`config.mk`:
```
export PLATFORM = sky130hd
export DESIGN_NAME = gate_pipe_unit
export DESIGN_NICKNAME = d
export VERILOG_FILES = /design/src/rtl/gate_pipe_pkg.sv /design/src/rtl/gate_pipe_unit_reduce.sv /design/src/rtl/gate_pipe_unit.sv
export SDC_FILE = /design/constraint.sdc
export NUM_CORES = 1
export LEC_CHECK = 0
export BUFFER_PORTS_ARGS = -buffer_cell sky130_fd_sc_hd__buf_2
export CAP_MARGIN = 20
export CORE_MARGIN = 2
export CORE_UTILIZATION = 45
export DETAILED_ROUTE_END_ITERATION = 12
export PLACE_DENSITY = 0.62
export SYNTH_ARGS = -nofsm -noshare
export SYNTH_HDL_FRONTEND = slang
export SYNTH_SLANG_ARGS = --single-unit
```
`constraint.sdc`:
```
create_clock -name clk -period 4.6 [get_ports clk]
set_input_delay 1.15 -clock clk [delete_from_list [all_inputs] [get_ports clk]]
set_output_delay 1.15 -clock clk [all_outputs]
set_load 0.03 [all_outputs]
```
`src/rtl/gate_pipe_pkg.sv`:
```
// gate_pipe_pkg
//   Shared definitions for the gate pipe unit and its reduction datapath:
//   op-code encoding, op-code width and the upper bound on operand count.
package gate_pipe_pkg;

   localparam int OP_W       = 3;
   localparam int MAX_NUM_IN = 8;

   typedef enum logic [OP_W-1:0] {
      OP_AND  = 3'd0,
      OP_OR   = 3'd1,
      OP_XOR  = 3'd2,
      OP_NAND = 3'd3,
      OP_NOR  = 3'd4,
      OP_XNOR = 3'd5,
      OP_PASS = 3'd6,
      OP_NOT  = 3'd7
   } op_e;

endpackage

```
`src/rtl/gate_pipe_unit_reduce.sv`:
```
// gate_reduce
//   Combinational bitwise reduction of NUM_IN operands under a 3-bit op code.
//   Ports:
//     operands  in   NUM_IN*WIDTH  operand k at [k*WIDTH +: WIDTH]
//     op        in   3             op code (gate_pipe_pkg::op_e)
//     result    out  WIDTH         reduced result
module gate_reduce
   import gate_pipe_pkg::*;
#(
   parameter int WIDTH  = 8,
   parameter int NUM_IN = 2
) (
   input  logic [NUM_IN*WIDTH-1:0] operands,
   input  logic [OP_W-1:0]         op,
   output logic [WIDTH-1:0]        result
);

   logic [WIDTH-1:0] and_r, or_r, xor_r;

   always_comb begin
      and_r = '1;
      or_r  = '0;
      xor_r = '0;
      for (int k = 0; k < NUM_IN; k++) begin
         and_r = and_r & operands[k*WIDTH +: WIDTH];
         or_r  = or_r  | operands[k*WIDTH +: WIDTH];
         xor_r = xor_r ^ operands[k*WIDTH +: WIDTH];
      end
   end

   always_comb begin
      result = '0;
      case (op_e'(op))
         OP_AND:  result = and_r;
         OP_OR:   result = or_r;
         OP_XOR:  result = xor_r;
         OP_NAND: result = ~and_r;
         OP_NOR:  result = ~or_r;
         OP_XNOR: result = ~xor_r;
         OP_PASS: result = operands[WIDTH-1:0];
         OP_NOT:  result = ~operands[WIDTH-1:0];
         default: result = '0;
      endcase
   end

endmodule

```
`src/rtl/gate_pipe_unit.sv`:
```
// gate_pipe_unit
//   Two-stage valid/ready pipeline applying a selectable bitwise op across
//   NUM_IN operands of WIDTH bits (NUM_IN legal range 2..MAX_NUM_IN).
//   Stage 1 registers the operands and op; stage 2 registers the reduced result.
//   Ports:
//     clk, rst           clock, asynchronous active-high reset
//     in_data/in_op      packed operands and op code, sampled on input transfer
//     in_valid/in_ready  input handshake (in_ready has no path from in_valid)
//     out_data           result
//     out_valid/out_ready output handshake
//   Optional (macro GATE_PIPE_STATS_EN):
//     stat_xfer_cnt      output transfers, wraps mod 2^32
//     stat_ones_cnt      output transfers whose result is all ones
module gate_pipe_unit
   import gate_pipe_pkg::*;
#(
   parameter int WIDTH  = 8,
   parameter int NUM_IN = 2
) (
   input  logic                    clk,
   input  logic                    rst,
   input  logic [NUM_IN*WIDTH-1:0] in_data,
   input  logic [OP_W-1:0]         in_op,
   input  logic                    in_valid,
   output logic                    in_ready,
   output logic [WIDTH-1:0]        out_data,
   output logic                    out_valid,
   input  logic                    out_ready
`ifdef GATE_PIPE_STATS_EN
   ,
   output logic [31:0]             stat_xfer_cnt,
   output logic [31:0]             stat_ones_cnt
`endif
);

   logic                    s1_valid;
   logic [NUM_IN*WIDTH-1:0] s1_data;
   logic [OP_W-1:0]         s1_op;
   logic [WIDTH-1:0]        s1_result;
   logic                    s2_free;
   logic                    in_xfer;

   assign s2_free  = !out_valid || out_ready;
   assign in_ready = !s1_valid || s2_free;
   assign in_xfer  = in_valid && in_ready;

   // Stage 1 only loads on a real transfer, so idle X on in_data never enters.
   always_ff @(posedge clk or posedge rst) begin
      if (rst) begin
         s1_valid <= 1'b0;
         s1_data  <= '0;
         s1_op    <= '0;
      end else if (in_xfer) begin
         s1_valid <= 1'b1;
         s1_data  <= in_data;
         s1_op    <= in_op;
      end else if (s2_free) begin
         s1_valid <= 1'b0;
      end
   end

   gate_reduce #(.WIDTH(WIDTH), .NUM_IN(NUM_IN)) u_reduce (
      .operands (s1_data),
      .op       (s1_op),
      .result   (s1_result)
   );

   // out_data keeps its last value when a bubble moves in, holding it stable.
   always_ff @(posedge clk or posedge rst) begin
      if (rst) begin
         out_valid <= 1'b0;
         out_data  <= '0;
      end else if (s2_free) begin
         out_valid <= s1_valid;
         if (s1_valid) out_data <= s1_result;
      end
   end

`ifdef GATE_PIPE_STATS_EN
   logic out_xfer;
   assign out_xfer = out_valid && out_ready;

   always_ff @(posedge clk or posedge rst) begin
      if (rst) begin
         stat_xfer_cnt <= '0;
         stat_ones_cnt <= '0;
      end else if (out_xfer) begin
         stat_xfer_cnt <= stat_xfer_cnt + 32'd1;
         if (&out_data) stat_ones_cnt <= stat_ones_cnt + 32'd1;
      end
   end
`endif

endmodule

```
==> results.yml <==
run_status:
  status: "completed"
routing:
  via_per_inst: 5.34
  ant_nets: 0
  drtPass1Iterations: 4
  vias: 1415
  drcViolationCount: 0
  wirelength_um: 3580
  drt-initial-drc-count: 96
  routedWlPerCell_um: 13.5
synth:
  syn_avg_cell_area_sq_um: 10.2
  yosys_warnings: 0
  synth_top_family_by_area: "compound AO/OA/AOI/OAI gates"
  synth_cell_types: 32
  yosysTopAreaCell: "dfrtp_1"
  synthTopCellsByCount: "dfrtp_1, inv_1, mux2_2"
  synthTopCellsByArea: "dfrtp_1, mux2_2, ha_1, inv_1, a211oi_1"
  async_reset_ff_share_pct: 100
  syn-num-nets: 223
  synth_seq_area_share_pct: 38.5
  synth_xor_area_share_pct: 3.25
  synth_simple_gate_area_share_pct: 9.56
  synth_top_area_share_pct: 38.5
  synth_compound_area_share_pct: 15.9
  synthAdderAreaFrac_pct: 10.6
  ys_ff_latch: 29
  synth_edf_count: 0
  synth_area_sq_um: 1880
  ys.flop_type: "dfrtp_1"
  yosysMostFrequentCell: "dfrtp_1"
  synthMuxAreaShare_pct: 12.5
  syn_inst: 184
setup_path:
  cp-start-kind: "input port"
  path_class: "in -> out"
  r2r_start: "s1_op[0]"
  cp-end-kind: "output pin"
  reg2reg_slack_ps: 2500
  crit_required_ps: 3450
  reg2regPathDepth: 4
  r2r-end: "out_data[7]"
  cp_max_fo: 3
  arrival_ps: 1670
clocking:
  ctsHtreeMaxLevel: 2
  cts.path.max_buffers: 2
  cts_tree: "yes"
  cts_setup_buffers: 0
  root_buffer: "clkbuf_8"
  numCtsBuffers: 5
  clock_sinks: 29
  cts_hold_buf: 0
  insertion_delay_ps: 270
  ctsResizeCount: 0
  clk_pin_slew_worst_paths_ps: 60
flow_run:
  drv_cap: 0
floorplan:
  rows: 23
  core_sq_um: 4030
  initial_core_util_pct: 46.8
  die_x_um: 68.7
  die_y_um: 68.7
  dieArea_sq_um: 4720
  pin_count: 33
sta:
  rsz0062_at_grt: "false"
  fmax_ghz: 0.354
  finClkSkew_ps: 3.85
  setup_viol: 0
  slew_viol_final: 0
  layout_worst_path_cycle_share_pct: 61.3
  hold_viol: 0
  finalCriticalPeriod_ps: 2820
  timing.slew.headroom_pct: 34.5
  setup-tns-final_ps: 0
  tightest_slew_ps: 983
grt:
  overflow: 0
  track_usage_pct: 17.4
  grt_pass1_wl_um: 6090
  grt_pass1_vias: 1381
  grt_max_degree: 30
  grt_antenna_before_repair: 0
layout:
  fillCellCount: 388
  final_area_sq_um: 2130
  diodes: 0
  drive_above_1_share_pct: 28.8
  fin_nets: 254
  final_cell_count_no_fill: 265
  layout-area-overhead-vs-synth_pct: 13.2
hold_path:
  min_to: "out_data[1]"
  hold_depth: 2
  min_from: "out_data[1]"
  hp-class: "reg -> reg"
power_and_ir_drop:
  total_power_mw: 0.896
  p_per_area_nw_per_um2: 420
  p_leak_nw: 1.03
  ir_drop_v: 0.000159
placed_design:
  io_buffers: 32
  placed_cells: 257
  dpl_cell_area_sq_um: 2020
  dp_hpwl_um: 2620
  place_congestion: 0.864
-- how the worst max path moves through the flow --
stage / start / to / cells past startpoint
floorplan: out_ready / in_ready / 1
global placement: out_ready / in_ready / 3
detailed placement: out_ready / in_ready / 3
CTS: out_ready / in_ready / 3
global route: out_ready / in_ready / 3
finish: out_ready / in_ready / 3
-- final cells by class --
cell class,instances,area (sq um),area share [%]
multi-input cells,122,976,45.7
flip-flops and latches,29,726,34.0
repair buffers,33,188,8.80
inverters,24,95.1,4.46
clock buffers,7,86.3,4.05
well taps,50,62.6,2.93
-- report_power, final --
group / internal, mW / switching (mW)
clock network: 0.118 / 0.0899
registers: 0.306 / 0.0585
logic: 0.142 / 0.181
-- worst max-delay path, cell delays in order --
cell	delay, ps
buf_2	100
nand3b_1	200
buf_2	210
-- per-layer routing --
layer	part of all wire [%]	vias to the layer above	global-route usage, %	routed length, um
met2	45	43	27.6	1620
met3	5.9	5	4.06	210
met5	0	-	0	0
met1	47	658	22.7	1700
li1	-	709	-	-
met4	1.4	0	7.35	49
-- state kept, by name, summed over array words and instances, names as in the netlist --
name,count
s1_op,3
out_data,8
s1_valid,1
s1_data,16
out_valid,1
-- cell usage in the layout (no fill, tap or decap), drive strengths merged --
master   instances
clkbuf           7
nor2b            2
o31ai            7
ha              16
nor2            12
nor3b            1
mux2            20
nand2b           5
a21oi            5
a211o            1
buf             33
xor2             1
xnor2            6
a32oi            1
mux2i            1
dfrtp           29
nand3b           3
o32ai            5
o41ai            1
o22ai            5
o21ai            1
o2bb2ai          5
inv             24
nand2           15
a211oi           8
o221a            1
-- through the flow --
stage	util [%]	setup WS, ps	hold WS (ps)
floorplan	-	1930	457
global placement	50.1	1820	462
detailed placement	50.1	1780	465
CTS	52.3	1780	479
global route	53.0	1750	502
finish	53.0	1780	477
-- cell families (layout without fill, tap and decap cells) --
group,after synthesis,in the layout
muxes,21,21
AOI/OAI and AO/OA,40,40
xor gates and xnor gates,7,7
DFF,29,29
buffers and inverters,33,64
adders and majority gates,16,16
and+or+nand+nor,38,38
Power figures use the tool's default switching activity.
